**config.mk**
```make
export PLATFORM = sky130hd
export DESIGN_NAME = fpm_seq_flat
export DESIGN_NICKNAME = d
export VERILOG_FILES = /design/src/rtl/fpm_seq_if.sv /design/src/rtl/fpm_seq.sv /design/src/flat_wrapper.sv
export SDC_FILE = /design/constraint.sdc
export NUM_CORES = 1
export LEC_CHECK = 0
export CAP_MARGIN = 20
export CORE_ASPECT_RATIO = 0.8
export CORE_MARGIN = 3
export CORE_UTILIZATION = 50
export DETAILED_ROUTE_END_ITERATION = 8
export DONT_BUFFER_PORTS = 1
export PLACE_DENSITY_LB_ADDON = 0.05
export SYNTH_ARGS = -nofsm -noshare
export SYNTH_HDL_FRONTEND = slang
export SYNTH_SLANG_ARGS = --single-unit
```
**constraint.sdc**
```tcl
create_clock -name clk -period 3.5 [get_ports clk]
set_clock_uncertainty 0.2 [all_clocks]
set_input_delay 0.175 -clock clk [delete_from_list [all_inputs] [get_ports clk]]
set_output_delay 0.175 -clock clk [all_outputs]
set_load 0.05 [all_outputs]
```
**src/rtl/fpm_seq_if.sv**
```systemverilog
// Handshake and operand/result bus of the sequential floating-point multiplier.
interface fpm_seq_if #(
  parameter int EXP_W = 8,
  parameter int MAN_W = 23
);
  localparam int W = 1 + EXP_W + MAN_W;

  logic         in_valid;
  logic         in_ready;
  logic [W-1:0] in1;
  logic [W-1:0] in2;
  logic         additional1;
  logic         additional2;
  logic         out_valid;
  logic         out_ready;
  logic [W-1:0] out;
  logic         additionalout;
  logic         overflow;
  logic         underflow;

  modport master (
    output in_valid, in1, in2, additional1, additional2, out_ready,
    input  in_ready, out_valid, out, additionalout, overflow, underflow
  );

  modport slave (
    input  in_valid, in1, in2, additional1, additional2, out_ready,
    output in_ready, out_valid, out, additionalout, overflow, underflow
  );
endinterface

```
**src/rtl/fpm_seq.sv**
```systemverilog
// Sequential floating-point multiplier: radix-2 shift-add over the M-bit
// significands, then normalise, truncate and saturate to overflow/underflow.
module fpm_seq #(
  parameter int EXP_W = 8,
  parameter int MAN_W = 23
) (
  input logic       clk,
  input logic       rst,
  fpm_seq_if.slave  bus
);
  localparam int W  = 1 + EXP_W + MAN_W;
  localparam int M  = MAN_W + 1;
  localparam int XW = EXP_W + 2;
  localparam int CW = $clog2(M);
  localparam logic signed [XW-1:0] BIAS     = XW'((1 << (EXP_W - 1)) - 1);
  localparam logic signed [XW-1:0] EXP_MAX  = XW'((1 << EXP_W) - 1);
  localparam logic signed [XW-1:0] EXP_ZERO = '0;
  localparam logic signed [XW-1:0] EXP_ONE  = XW'(1);

  typedef enum logic [1:0] {IDLE, MUL, NORM, DONE} state_t;

  state_t state_q, state_d;
  logic [CW-1:0] cnt_q;

  logic                   sign_p0;
  logic signed [XW-1:0]   exp_p0;
  logic [M-1:0]           mcand_p0;
  logic [2*M-1:0]         prod_p1;
  logic [M:0]             sum_p1;

  logic [MAN_W-1:0]       man_n;
  logic signed [XW-1:0]   exp_n;

  logic [W-1:0] out_q;
  logic         addl_q, ovf_q, unf_q;

  logic accept, nonzero;

  // Returns {overflow, underflow, hidden bit, packed word}.
  function automatic logic [W+2:0] saturate(input logic s,
                                            input logic signed [XW-1:0] e,
                                            input logic [MAN_W-1:0] m);
    if (e >= EXP_MAX)
      return {1'b1, 1'b0, 1'b1, s, {EXP_W{1'b1}}, {MAN_W{1'b0}}};
    else if (e <= EXP_ZERO)
      return {1'b0, 1'b1, 1'b0, s, {(W-1){1'b0}}};
    else
      return {1'b0, 1'b0, 1'b1, s, e[EXP_W-1:0], m};
  endfunction

  assign accept  = (state_q == IDLE) && bus.in_valid;
  assign nonzero = bus.additional1 & bus.additional2;

  always_ff @(posedge clk or posedge rst) begin
    if (rst) begin
      state_q <= IDLE;
      cnt_q   <= '0;
    end else begin
      state_q <= state_d;
      cnt_q   <= (state_q == MUL) ? cnt_q + CW'(1) : '0;
    end
  end

  always_comb begin
    state_d = state_q;
    case (state_q)
      IDLE:    if (bus.in_valid) state_d = nonzero ? MUL : DONE;
      MUL:     if (cnt_q == CW'(M - 1)) state_d = NORM;
      NORM:    state_d = DONE;
      DONE:    if (bus.out_ready) state_d = IDLE;
      default: state_d = IDLE;
    endcase
  end

  // p0: operand capture; p1: one multiplier bit retired per MUL edge
  assign sum_p1 = {1'b0, prod_p1[2*M-1:M]} + (prod_p1[0] ? {1'b0, mcand_p0} : '0);

  always_ff @(posedge clk) begin
    if (accept) begin
      sign_p0  <= bus.in1[W-1] ^ bus.in2[W-1];
      exp_p0   <= $signed({2'b00, bus.in1[W-2:MAN_W]}) + $signed({2'b00, bus.in2[W-2:MAN_W]}) - BIAS;
      mcand_p0 <= {bus.additional1, bus.in1[MAN_W-1:0]};
      prod_p1  <= {{M{1'b0}}, bus.additional2, bus.in2[MAN_W-1:0]};
    end else if (state_q == MUL) begin
      prod_p1  <= {sum_p1, prod_p1[M-1:1]};
    end
  end

  // p2: normalise the product, then truncate and saturate
  always_comb begin
    man_n = prod_p1[2*M-3:M-1];
    exp_n = exp_p0;
    if (prod_p1[2*M-1]) begin
      man_n = prod_p1[2*M-2:M];
      exp_n = exp_p0 + EXP_ONE;
    end
  end

  always_ff @(posedge clk or posedge rst) begin
    if (rst) begin
      {ovf_q, unf_q, addl_q, out_q} <= '0;
    end else if (accept && !nonzero) begin
      {ovf_q, unf_q, addl_q, out_q} <= '0;
    end else if (state_q == NORM) begin
      {ovf_q, unf_q, addl_q, out_q} <= saturate(sign_p0, exp_n, man_n);
    end
  end

  assign bus.in_ready      = (state_q == IDLE);
  assign bus.out_valid     = (state_q == DONE);
  assign bus.out           = out_q;
  assign bus.additionalout = addl_q;
  assign bus.overflow      = ovf_q;
  assign bus.underflow     = unf_q;
endmodule

```
**src/flat_wrapper.sv**
```systemverilog
// flat-port wrapper written by rule: the top's interface ports become plain ports
module fpm_seq_flat 
#(
  parameter int EXP_W = 8,
  parameter int MAN_W = 23
)
  (clk, rst, bus_in_valid, bus_in1, bus_in2, bus_additional1, bus_additional2, bus_out_ready, bus_in_ready, bus_out_valid, bus_out, bus_additionalout, bus_overflow, bus_underflow);
  fpm_seq_if #(.EXP_W(EXP_W), .MAN_W(MAN_W)) bus_i ();
  input logic clk;
  input logic rst;
  input wire logic [$bits(bus_i.in_valid)-1:0] bus_in_valid;
  input wire logic [$bits(bus_i.in1)-1:0] bus_in1;
  input wire logic [$bits(bus_i.in2)-1:0] bus_in2;
  input wire logic [$bits(bus_i.additional1)-1:0] bus_additional1;
  input wire logic [$bits(bus_i.additional2)-1:0] bus_additional2;
  input wire logic [$bits(bus_i.out_ready)-1:0] bus_out_ready;
  output wire logic [$bits(bus_i.in_ready)-1:0] bus_in_ready;
  output wire logic [$bits(bus_i.out_valid)-1:0] bus_out_valid;
  output wire logic [$bits(bus_i.out)-1:0] bus_out;
  output wire logic [$bits(bus_i.additionalout)-1:0] bus_additionalout;
  output wire logic [$bits(bus_i.overflow)-1:0] bus_overflow;
  output wire logic [$bits(bus_i.underflow)-1:0] bus_underflow;
  assign bus_i.in_valid = bus_in_valid;
  assign bus_i.in1 = bus_in1;
  assign bus_i.in2 = bus_in2;
  assign bus_i.additional1 = bus_additional1;
  assign bus_i.additional2 = bus_additional2;
  assign bus_i.out_ready = bus_out_ready;
  assign bus_in_ready = bus_i.in_ready;
  assign bus_out_valid = bus_i.out_valid;
  assign bus_out = bus_i.out;
  assign bus_additionalout = bus_i.additionalout;
  assign bus_overflow = bus_i.overflow;
  assign bus_underflow = bus_i.underflow;
  fpm_seq #(.EXP_W(EXP_W), .MAN_W(MAN_W)) u_core (.clk(clk), .rst(rst), .bus(bus_i));
endmodule
```
==> key figures, run 1 <==
Power
  • Pwr dens: 915 nW/um^2
  • Leakage: 3.49 nW
  • Maximum vdd ir drop: 0.527 mV

GRT
  • GR Util met1: 0.308
  • First-pass GRT wire length: 28600 um
  • GR peak layer: met2
  • Largest net degree at the start of global routing: 68
  • Initial antenna violation count: 0
  • GRT Total Usage: 0.224
  • Grt ovf: 0
  • GRT met3 Usage: 0.0684
  • Vias in the first global route: 5600
  • Met2 usage: 0.342

Timing
  • Tightest Pin Transition: 990 ps
  • Tcrit/Tclk final: 0.930
  • Fin. Hold Viols: 0
  • Final setup fails: 0
  • WHS: 130 ps
  • Max Slew Vio Count: 0
  • TNS Setup: 0 ps
  • Post-route setup slack: 246 ps
  • Slew HR: 0.339
  • RSZ-0062 raised after global routing: false
  • FMAX: 0.307 GHz
  • Post-route minimum period: 3250 ps

Die
  • Ports: 107
  • Die Y: 113 um
  • Die Footprint: 15900 um^2
  • Die Wd: 140 um
  • CORE AREA: 13800 um^2
  • Initial Utilization: 0.520
  • Rows: 38

Clocking
  • Post-CTS resize count: 0
  • CTS tree: built
  • Clock Sinks: 125
  • CTS Buf Count: 17
  • Clock slew at reported path FFs: 60 ps
  • Clock Path Buffers: 2
  • Worst skew pair latency: 430 ps
  • CTS H-tree depth: 4
  • Setup bufs post-CTS: 0
  • CTS Root Cell: clkbuf_16

Worst setup path
  • Crit path DAT: 3360 ps
  • R2R Setup Slk: 250 ps
  • Maximum fanout along the worst path: 24
  • Critical path endpoint category: flip-flop
  • Startpoint types: flip-flop
  • CP bufs+invs: 0
  • Required @ worst endpoint: 3610 ps
  • Slowest CP cell: edfxtp_1
  • Kind of critical path: flip-flop to flip-flop
  • Critical-path cell list: and2_1 > ha_1 > a21oi_1 > o32ai_1 > o21bai_2 > a211oi_1 > nor4_1 > a211o_1
  • Slowest cell delay on critical path: 680 ps
  • CP delay by family, top: compound AO/OA/AOI/OAI gates

Outcome
  • Status: finished, final reports clean

Detailed routing
  • # DRC: 0
  • Via/cell ratio: 5.72
  • Initial DRC count: 437
  • First-pass DRT Iterations: 4
  • Vias: 5581
  • Routed WL: 17300 um
  • Routed Antenna Nets: 0
  • Wirelength per Cell: 17.7 um

Final layout
  • Design Area, Final: 8500 um^2
  • Fillers: 1168
  • Area growth from synthesis to layout: 18.0%
  • # diodes: 0
  • Share of cells above drive strength 1: 0.102
  • Layout net count: 893

Place
  • Detailed Place HPWL: 12100 um
  • Setup WS pre-CTS: 296 ps
  • I/O Buffers: 0
  • Routability Congestion: 0.921
  • Post-DP Area: 7320 um^2

Synthesis
  • Yosys reg bits: 125
  • Mapped Nets: 837
  • Yosys top cell by area: edfxtp_1
  • Post-synthesis cell count: 726
  • Synth top area share: 0.246
  • FFs w/ async S/R, synth: 0.336
  • Distinct cell type count after synthesis: 73
  • EDFF count, synth: 59
  • Seq/Total Area, Yosys: 0.459
  • Syn Area/Cell: 9.91 um^2
  • YS warnings: 0
  • Predominant post-synthesis flop cell: edfxtp_1
  • Main area contributors after synthesis: edfxtp_1 (25%), dfrtp_1 (15%), nand2_1 (6.9%)
  • Synthesized cell area: 7200 um^2

Run
  • Max_cap viols: 0

Worst hold path
  • Hold WC Path Type: input port to flip-flop
## layout by cell type, fill, tap and decap left out, drive strengths merged, types with 3 or more instances in the layout
| cell | netlist | layout |
|---|---|---|
| nor3b | 5 | 5 |
| nor3 | 12 | 12 |
| and2 | 31 | 31 |
| o31ai | 3 | 3 |
| nand2 | 133 | 133 |
| dfrtp | 42 | 42 |
| ha | 39 | 39 |
| a21oi | 31 | 31 |
| buf | 8 | 10 |
| a21o | 6 | 6 |
| o21a | 5 | 5 |
| and3 | 6 | 6 |
| o21ai | 57 | 57 |
| nor4 | 6 | 6 |
| inv | 19 | 23 |
| dlygate4sd3 | 1 | 61 |
| edfxtp | 59 | 59 |
| a221oi | 3 | 3 |
| xnor2 | 15 | 15 |
| nand3 | 14 | 14 |
| and4 | 3 | 3 |
| mux2i | 30 | 30 |
| clkinv | 0 | 5 |
| dfxtp | 24 | 24 |
| o211ai | 8 | 8 |
| nand4 | 9 | 9 |
| or2 | 4 | 4 |
| nor2 | 45 | 45 |
| or3 | 5 | 5 |
| a221o | 7 | 7 |
| o21bai | 6 | 6 |
| clkbuf | 23 | 20 |
| xor2 | 13 | 13 |
| nand4b | 3 | 3 |
| a211oi | 15 | 15 |
| a22o | 4 | 4 |
| a211o | 3 | 3 |
## metal layers
layer,wire (um),part of all wire
met1,8190,0.47
met2,7730,0.45
met3,1080,0.062
met4,269,0.016
met5,0,0
## logic make-up (layout without fill, tap and decap cells)
group / count (synthesis) / after routing / share of synthesized area
xor+xnor: 28 / 28 / 0.0341
fa+ha+maj: 41 / 41 / 0.0734
mux: 31 / 31 / 0.0433
compound gates: 165 / 165 / 0.166
flops: 125 / 125 / 0.459
simple gates: 283 / 283 / 0.189
buf+inv: 53 / 122 / 0.0353
## sequential cells by signal, summed over array words and instances (netlist names), 2 cells and up
register / cells
u_core.cnt_q: 5
u_core.prod_p1: 48
u_core.exp_p0: 10
u_core.bus.out: 32
u_core.mcand_p0: 24
u_core.state_q: 2
## power by group
part           switching, W  internal, W
Combinational       0.00184      0.00115
Sequential         0.000914      0.00218
Clock              0.000670      0.00102
Total               0.00343      0.00435
## Yosys cell counts, types with 5 or more instances
| cell type | n |
|---|---|
| nand2_1 | 133 |
| edfxtp_1 | 59 |
| nor2_1 | 44 |
| dfrtp_1 | 42 |
| ha_1 | 39 |
| o21ai_0 | 37 |
| and2_1 | 31 |
| a21oi_1 | 30 |
| mux2i_1 | 30 |
| dfxtp_1 | 24 |
| clkbuf_1 | 23 |
| o21ai_2 | 20 |
| inv_1 | 18 |
| a211oi_1 | 15 |
| xnor2_1 | 15 |
| nand3_1 | 14 |
| xor2_1 | 13 |
| nor3_1 | 10 |
| nand4_1 | 8 |
| a221o_1 | 7 |
| o211ai_1 | 7 |
| a21o_1 | 6 |
| and3_1 | 6 |
| buf_6 | 5 |
| nor3b_1 | 5 |
| nor4_1 | 5 |
| o21a_1 | 5 |
| o21bai_1 | 5 |
## area by class of cell
class	count	area (um^2)	area share
well taps	180	225	0.0265
repair buffers	71	686	0.0807
clock inverters	12	113	0.0133
multi-input cells	548	3640	0.429
flip-flops and latches	125	3300	0.389
inverters	19	71.3	0.00839
clock buffers	20	457	0.0537
## timing repair
action,in CTS,in global routing
setup endpoints to repair,0,0
hold buffers,61,0
endpoints found under the hold margin,98,0
## worst min-delay path, stage by stage
cell	delay, ps
ha_1	150
o21a_1	130
nor2_1	50
xnor2_1	140
## stage by stage
step | power (W) | cells | utilization
final | 0.00778 | 975 | 0.614
after global placement | 0.00589 | 882 | 0.529
after detailed placement | 0.00600 | 882 | 0.529
after global routing | 0.00830 | 975 | 0.614
after floorplan | 0.00527 | 726 | -
after CTS | 0.00781 | 975 | 0.614
## worst paths after layout
check                                             from                         endpoint  cells after the start
setup / recovery           u_core.prod_p1[0]$_DFFE_PP_  u_core.prod_p1[42]$_SDFFE_PP0P_                      8
setup reg to reg           u_core.prod_p1[0]$_DFFE_PP_  u_core.prod_p1[42]$_SDFFE_PP0P_                      8
min in group asynchronous                          rst   u_core.bus.out[27]$_DFFE_PP0P_                      3
max in group asynchronous                          rst    u_core.bus.out[5]$_DFFE_PP0P_                      3
hold reg to reg              u_core.cnt_q[0]$_DFF_PP0_        u_core.cnt_q[0]$_DFF_PP0_                      1
hold / removal                             bus_in2[30]       u_core.exp_p0[8]$_DFFE_PP_                      4
Power figures use the tool's default switching activity.
==> run 2: changes to the inputs <==
Settings changed: CORE_UTILIZATION 50 to 55.
==> key figures, run 2 (same netlist as run 1, synthesis figures left out) <==
Place
  • Detailed Place HPWL: 11500 um (-4.9%)
  • Dpl cells: 874 (-0.91%)
  • Post-DP Area: 7310 um^2 (about the same)
  • Routability Congestion: 0.896 (-2.7%)
  • I/O Buffers: 0 (unchanged)

Timing
  • Max Slew Vio Count: 0 (unchanged)
  • Post-route minimum period: 3140 ps (-111 ps)
  • Tcrit/Tclk final: 0.898 (-0.0317)
  • Slew HR: 0.580 (+0.241)
  • Tightest Pin Transition: 627 ps (-363 ps)
  • FMAX: 0.318 GHz (+3.5%)
  • Final setup fails: 0 (unchanged)
  • Fin. Hold Viols: 0 (unchanged)
  • WHS: 85.7 ps (-44.6 ps)
  • TNS Setup: 0 ps (unchanged)
  • RSZ-0062 raised after global routing: false

Final layout
  • Largest register FFs: 48 (unchanged)
  • Commonest non-fill, non-tap cell in the layout: nand2_1
  • Layout net count: 896 (+0.34%)
  • Post-Layout Cell Count: 969 (-0.62%)
  • # diodes: 0 (unchanged)
  • Most frequent cells in the layout: nand2_1 (133), dlygate4sd3_1 (62), edfxtp_1 (59)
  • Design Area, Final: 8460 um^2 (-0.43%)
  • Area growth from synthesis to layout: 17.5%
  • Share of cells above drive strength 1: 0.0940 (-0.00790)
  • Largest Register: u_core.prod_p1

Power
  • Pwr Total: 0.00764 W (-1.7%)
  • Maximum vdd ir drop: 0.490 mV (-7.1%)
  • Leakage: 3.48 nW (-0.43%)
  • Pwr dens: 904 nW/um^2 (-1.3%)

Clocking
  • CTS H-tree depth: 4 (unchanged)
  • CTS Root Cell: clkbuf_16
  • CTS tree: built
  • CTS Buf Count: 17 (unchanged)
  • Clock slew at reported path FFs: 60 ps (about the same)
  • Clock Path Buffers: 2 (unchanged)
  • Clock Sinks: 125 (unchanged)
  • Post-CTS resize count: 0 (unchanged)
  • Worst skew pair latency: 420 ps (about the same)

Detailed routing
  • Vias: 5624 (+0.77%)
  • Routed Antenna Nets: 0 (unchanged)
  • Routed WL: 16600 um (-4.1%)
  • Via/cell ratio: 5.80 (+1.4%)
  • # DRC: 0 (unchanged)
  • First-pass DRT Iterations: 6 (+2)
  • Wirelength per Cell: 17.1 um (-3.5%)
  • Initial DRC count: 570 (+30%)

Die
  • Die Y: 108 um (-4.4%)
  • Rows: 36 (-5.3%)
  • CORE AREA: 12500 um^2 (-9.8%)
  • Ports: 107 (unchanged)
  • Die Wd: 134 um (-4.5%)
  • Initial Utilization: 0.577 (+0.0567)
  • Die Footprint: 14500 um^2 (-8.7%)

GRT
  • Vias in the first global route: 5417 (-3.3%)
  • First-pass GRT wire length: 27000 um (-5.5%)
  • Largest net degree at the start of global routing: 49 (-28%)
  • Grt ovf: 0 (unchanged)
  • GRT Total Usage: 0.236 (+0.0121)
  • Initial antenna violation count: 0 (unchanged)

Worst setup path
  • Worst reg2reg startpoint: u_core.prod_p1[0]$_DFFE_PP_
  • Startpoint types: flip-flop
  • Crit. Startpoint: u_core.prod_p1[0]$_DFFE_PP_
  • Kind of critical path: flip-flop to flip-flop
  • Required @ worst endpoint: 3640 ps (+30 ps)
  • Crit path DAT: 3280 ps (-80 ps)
  • Maximum fanout along the worst path: 13 (-46%)
  • Critical path endpoint category: flip-flop

Outcome
  • Status: finished, final reports clean

Worst hold path
  • Hold WC Path Type: input port to flip-flop
  • Min-Delay Startpoint: bus_in_valid

Run
  • Max_cap viols: 0 (unchanged)
[run 2: worst paths after layout]
kind / endpoint / slack [ps] / cells after the start
max: u_core.prod_p1[39]$_SDFFE_PP0P_ / 360 / 9
min: u_core.bus.underflow$_DFFE_PP0P_ / 90 / 4
max reg2reg: u_core.prod_p1[39]$_SDFFE_PP0P_ / 360 / 9
min reg2reg: u_core.cnt_q[0]$_DFF_PP0_ / 280 / 1
max in group asynchronous: u_core.bus.out[25]$_DFFE_PP0P_ / 2190 / 3
min in group asynchronous: u_core.state_q[1]$_DFFE_PP0P_ / 110 / 3
[run 2: per-layer routing]
| layer | up-vias | GRT usage | share of wire |
|---|---|---|---|
| met5 | - | 0 | 0 |
| met4 | 0 | 0.0668 | 0.0079 |
| met3 | 12 | 0.0600 | 0.060 |
| met2 | 184 | 0.369 | 0.45 |
| met1 | 2676 | 0.328 | 0.48 |
| li1 | 2752 | - | - |
[run 2: cell type report]
cell class	count	area, um^2
inverter	19	71.3
clock inverter	10	75.1
clock buffer	22	444
timing repair buffer	74	711
fill	967	4020
tap	171	214
multi-input combinational	548	3640
sequential	125	3300
[run 2: report_power, final]
part           total [W]  internal (W)  switching (W)
sequential       0.00307       0.00218       0.000892
combinational    0.00301       0.00117        0.00184
clock            0.00156      0.000959       0.000606
[run 2: per-stage QoR]
stage	setup WS, ps	util
floorplan	399	-
global placement	406	0.586
detailed placement	222	0.586
CTS	199	0.677
global route	185	0.678
finish	357	0.678
[run 2: repair_timing]
| action | 4_1_cts | 5_1_grt |
|---|---|---|
| hold buffers | 62 | 0 |
| endpoints found under the setup margin | 0 | 1 |
| hold endpoints to repair | 109 | 0 |
| buffers inserted | 0 | 1 |
[run 2: critical path: stages (launching register included)]
cell and delay, ps:
edfxtp_1 550, and2_1 220, ha_1 200, fa_1 410, a21oi_1 260, o211ai_1 160, a21boi_0 520, o31ai_1 160
and3_1 210, nor3_1 170
